===== src/rtl/sar_search4b.sv =====
// 4-bit successive-approximation search against an external comparator.
// Binary-searches a secret over at most four compares, with early exit on equality and abort.
module sar_search4b (
  input  logic       clk,
  input  logic       rst_n,
  input  logic       start,
  input  logic       abort,
  input  logic       cmp_gt,
  input  logic       cmp_eq,
  output logic [3:0] trial,
  output logic       busy,
  output logic       done,
  output logic [3:0] result,
  output logic [2:0] ncmp,
  output logic       early
);

  typedef enum logic [1:0] {StIdle, StSearch, StDone} state_e;

  state_e     state_q, state_d;
  logic [1:0] k_q, k_d;
  logic [2:0] cnt_q, cnt_d;
  logic [3:0] trial_q, trial_d;
  logic [3:0] result_q, result_d;
  logic [2:0] ncmp_q, ncmp_d;
  logic       early_q, early_d;
  logic [3:0] trial_upd;

  always_comb begin
    state_d   = state_q;
    k_d       = k_q;
    cnt_d     = cnt_q;
    trial_d   = trial_q;
    result_d  = result_q;
    ncmp_d    = ncmp_q;
    early_d   = early_q;
    // Resolve the current bit from the comparator: keep it if the secret is above the trial.
    trial_upd = trial_q;
    trial_upd[k_q] = cmp_gt;

    unique case (state_q)
      StIdle: begin
        if (start) begin
          state_d = StSearch;
          k_d     = 2'd3;
          cnt_d   = 3'd0;
          trial_d = 4'b1000;
        end
      end
      StSearch: begin
        cnt_d = cnt_q + 3'd1;
        if (abort) begin
          state_d = StIdle;
          trial_d = 4'b0000;
        end else if (cmp_eq) begin
          result_d = trial_q;
          ncmp_d   = cnt_q + 3'd1;
          early_d  = 1'b1;
          state_d  = StDone;
          trial_d  = 4'b0000;
        end else if (k_q != 2'd0) begin
          k_d     = k_q - 2'd1;
          trial_d = trial_upd;
          trial_d[k_q - 2'd1] = 1'b1;
        end else begin
          result_d = trial_upd;
          ncmp_d   = 3'd4;
          early_d  = 1'b0;
          state_d  = StDone;
          trial_d  = 4'b0000;
        end
      end
      StDone: begin
        state_d = StIdle;
      end
      default: begin
        state_d = StIdle;
        trial_d = 4'b0000;
      end
    endcase
  end

  always_ff @(posedge clk) begin
    if (!rst_n) begin
      state_q  <= StIdle;
      k_q      <= 2'd3;
      cnt_q    <= 3'd0;
      trial_q  <= 4'b0000;
      result_q <= 4'b0000;
      ncmp_q   <= 3'd0;
      early_q  <= 1'b0;
    end else begin
      state_q  <= state_d;
      k_q      <= k_d;
      cnt_q    <= cnt_d;
      trial_q  <= trial_d;
      result_q <= result_d;
      ncmp_q   <= ncmp_d;
      early_q  <= early_d;
    end
  end

  assign trial  = trial_q;
  assign busy   = (state_q == StSearch);
  assign done   = (state_q == StDone);
  assign result = result_q;
  assign ncmp   = ncmp_q;
  assign early  = early_q;

endmodule


===== config.mk =====
export PLATFORM = sky130hd
export DESIGN_NAME = sar_search4b
export DESIGN_NICKNAME = d
export VERILOG_FILES = /design/src/rtl/sar_search4b.sv
export SDC_FILE = /design/constraint.sdc
export NUM_CORES = 1
export LEC_CHECK = 0
export ABC_CLOCK_PERIOD_IN_PS = 3100
export CELL_PAD_IN_SITES_DETAIL_PLACEMENT = 1
export CELL_PAD_IN_SITES_GLOBAL_PLACEMENT = 2
export CORE_ASPECT_RATIO = 2
export CORE_MARGIN = 2
export CORE_UTILIZATION = 33
export CTS_CLUSTER_SIZE = 24
export DETAILED_ROUTE_END_ITERATION = 10
export GPL_TIMING_DRIVEN = 0
export PLACE_DENSITY_LB_ADDON = 0.1
export SLEW_MARGIN = 40
export SYNTH_ARGS = -nofsm -noshare
export SYNTH_HDL_FRONTEND = slang
export SYNTH_SLANG_ARGS = --single-unit

===== constraint.sdc =====
create_clock -name clk -period 3.1 [get_ports clk]
set_input_delay 0.465 -clock clk [delete_from_list [all_inputs] [get_ports clk]]
set_output_delay 0.465 -clock clk [all_outputs]
set_load 0.005 [all_outputs]

==> impl_results.md <==
- Status: finished clean
- Synth top area share: 37.16%
- Tightest Hold Check Type: reg2reg
- Maximum net fanout on the critical path: 10
- I/O Buffers: 19
- Worst reg2reg setup slack: 1.26 ns
- CTS H-tree depth: 1
- Sequential share of the synthesized area: 37.16%
- Buffers & Inverters on Critical Path: 2
- DRT Wirelength: 2830 um
- Worst-Margin Slew: 0.4956 ns
- DRC viols: 0
- Die Area: 3590 um2
- PostCTS Resize Cnt: 0
- Share of cells above drive strength 1: 10.61%
- DRT Pass-1 Iters: 4
- Final Slew Violations: 0
- Clk_skew: 0.001123 ns
- Setup WS pre-CTS: 1.061 ns
- Drt wl/cell: 17.47 um
- CTS tree: built
- Syn Nets: 120
- Via density: 5.580
- Final HPWL DP: 2209 um
- Core footprint: 2943 um2
- Cell family with most CP delay: buffers and inverters
- CP Capture Type: primary output
- Critical path startpoint category: flop
- Clock transition at path regs: 0.08 ns
- Unrepaired setup endpoints after global routing: false
- YS warnings: 0
- Die Width: 43.38 um
- Total power: 499.7 uW
- Final WS setup: 0.7876 ns
- Worst path arrival time: 1.85 ns
- WP data required: 2.63 ns
- Setup crit end: busy
- I/O pins: 20
- Syn Area/Cell: 9.390 um2
- First-pass GRT wire length: 4616 um
- Hold Vio Cnt, Final: 0
- Row cnt: 28
- Crit-path slowest cell: clkdlybuf4s50_1
- Cell Area, Synth: 1023 um2
- Total Routing Usage GR: 17.56%
- Largest net degree at the start of global routing: 12
- Routed Antenna Nets: 0
- Synth area leader: dfxtp_1
- Bufs on Longest Clock Path: 2
- Reg-to-Reg End: k_q[1]
- Hold bufs inserted after CTS: 0
- Yosys cell types: 37
- Tmin final: 2.312 ns
- N_diodes: 0
- Initial antenna violation count: 0
- Max-cap check violation count: 0
- Cells after Synth: 109
- Peak Freq: 0.4324 GHz
- Starting Density: 34.78%
- CTS Buf Count: 3
- P per Cell Area: 385.2 nW/um2
- Number of global-route vias before repair: 940
- Root buf cell: clkbuf_8
- Clock Sinks: 19
- Post-route setup TNS: 0 ns
- Synth Register Bits: 19
- Reg-to-Reg Start: k_q[0]
- Number of setup violations in the final report: 0
- Final GP Congestion: 0.7588
- Leak: 0.0004685 uW
- Slew headroom: 66.96%
- Crit Path Category: reg2out
- Post-CTS Setup Inserts: 0
- Worst R2R Path Depth: 5
- Die height: 82.76 um
- Worst path max stage delay: 0.53 ns
- Congestion Overflow GR: 0
- Worst path depth: 3
- Skew-Pair Late Insertion Delay: 0.26 ns
- Top cells by area, synth: dfxtp_1 (37%), mux2i_1 (6.8%), ha_1 (6.1%), nor2b_1 (6.1%), a21oi_1 (4.9%)
- Max IR drop VDD: 0.2296 mV
- Via count: 904
- Final net count: 144
- Crit path from: state_q[0]
- Layout area overhead: 26.77%
- 1st-iter DRT viols: 9
- CP cell instances: clkbuf_1 > and2b_1 > clkdlybuf4s50_1
- Post-route clock period utilization: 74.59%
cells by family after synthesis:
family                     share of synthesized area (%)
muxes                                              9.047
DFF                                                37.16
and+or+nand+nor                                    20.54
adders and majority gates                          6.112
AOI/OAI and AO/OA                                  22.37
buffers and inverters                              3.912
xor gates and xnor gates                          0.8559
per-layer routing:
metal / GRT usage [%] / vias to the layer above / part of all wire (%)
met3: 2.174 / 5 / 2.2
met1: 18.48 / 440 / 40
li1: - / 441 / -
met4: 7.273 / 0 / 1.7
met5: 0 / - / 0
met2: 33.73 / 18 / 56
worst min-delay path, delay by kind of cell, from the launching register on:
family	cells	cell delay [ns]
AO/OA/AOI/OAI	2	0.13
flip-flops	1	0.32
sequential cells by signal, summed over array words and instances (netlist names):
signal / cells
result: 4
trial: 4
cnt_q: 3
ncmp: 3
k_q: 2
state_q: 2
early: 1
final cells by class:
cell class	instances	area (um2)
clock inverter	1	5.005
inverter	4	15.01
fill	362	1645
tap	30	37.54
buffer	5	25.02
timing repair buffer	19	190.2
clock buffer	3	41.29
multi-input combinational	81	603.1
sequential	19	380.4
cells in the mapped netlist:
| library cell | n |
|---|---|
| ha_1 | 5 |
| or2_1 | 1 |
| buf_2 | 2 |
| a211oi_1 | 6 |
| nor2_1 | 5 |
| a2111oi_2 | 2 |
| nand3b_1 | 1 |
| nand3_1 | 2 |
| a21oi_1 | 10 |
| o31ai_1 | 1 |
| o311a_1 | 1 |
| and2b_1 | 1 |
| a21boi_1 | 1 |
| mux2_2 | 2 |
| nor3b_1 | 4 |
| nor4b_2 | 1 |
| or3b_4 | 1 |
| dfxtp_1 | 19 |
| clkbuf_1 | 2 |
| and2_1 | 1 |
| nor3_1 | 2 |
| o21a_1 | 3 |
| o21ai_1 | 3 |
| buf_4 | 1 |
| o21bai_1 | 1 |
| a22oi_1 | 1 |
| nor2b_1 | 10 |
| nand2_1 | 1 |
| a31o_1 | 1 |
| nor2_2 | 1 |
| o211ai_1 | 1 |
| inv_1 | 4 |
| or3b_1 | 1 |
| mux2i_1 | 7 |
| xnor2_1 | 1 |
| o21ai_0 | 2 |
| and3_1 | 1 |
cell usage in the layout, fill, tap and decap left out, drive strengths merged, types with 3 or more instances in the layout:
master         Yosys  final
inv                4      4
clkbuf             2      5
a21oi             10     10
ha                 5      5
a211oi             6      6
nor2b             10     10
buf                3      3
dfxtp             19     19
nor2               6      6
clkdlybuf4s50      0     19
o21a               3      3
o21ai              5      5
nor3b              4      4
mux2i              7      7
through the flow:
step / hold slack [ns] / std cells / cell area (um2) / util, %
global route: 0.5216 / 162 / 1297 / 44.09
finish: 0.4938 / 162 / 1297 / 44.09
detailed placement: 0.4923 / 158 / 1251 / 42.52
floorplan: 0.4695 / 109 / 1023 / -
CTS: 0.5007 / 162 / 1297 / 44.09
global placement: 0.4674 / 158 / 1251 / 42.52
how the worst min path moves through the flow:
stage          startpoint  endpoint  slack [ns]  cells after the start
6_report          ncmp[0]   ncmp[0]        0.49                      2
5_1_grt           ncmp[0]   ncmp[0]        0.52                      2
4_1_cts           ncmp[1]   ncmp[1]        0.50                      2
3_5_place_dp      ncmp[1]   ncmp[1]        0.49                      2
3_3_place_gp      ncmp[0]   ncmp[0]        0.47                      2
2_1_floorplan    cnt_q[1]  cnt_q[1]        0.47                      2
power by group:
group / total [uW] / internal, uW / switching (uW)
Clock: 180 / 89.6 / 90.6
Sequential: 256 / 251 / 5.28
Combinational: 63.4 / 30.1 / 33.3
(Power assumes the default switching activity.)
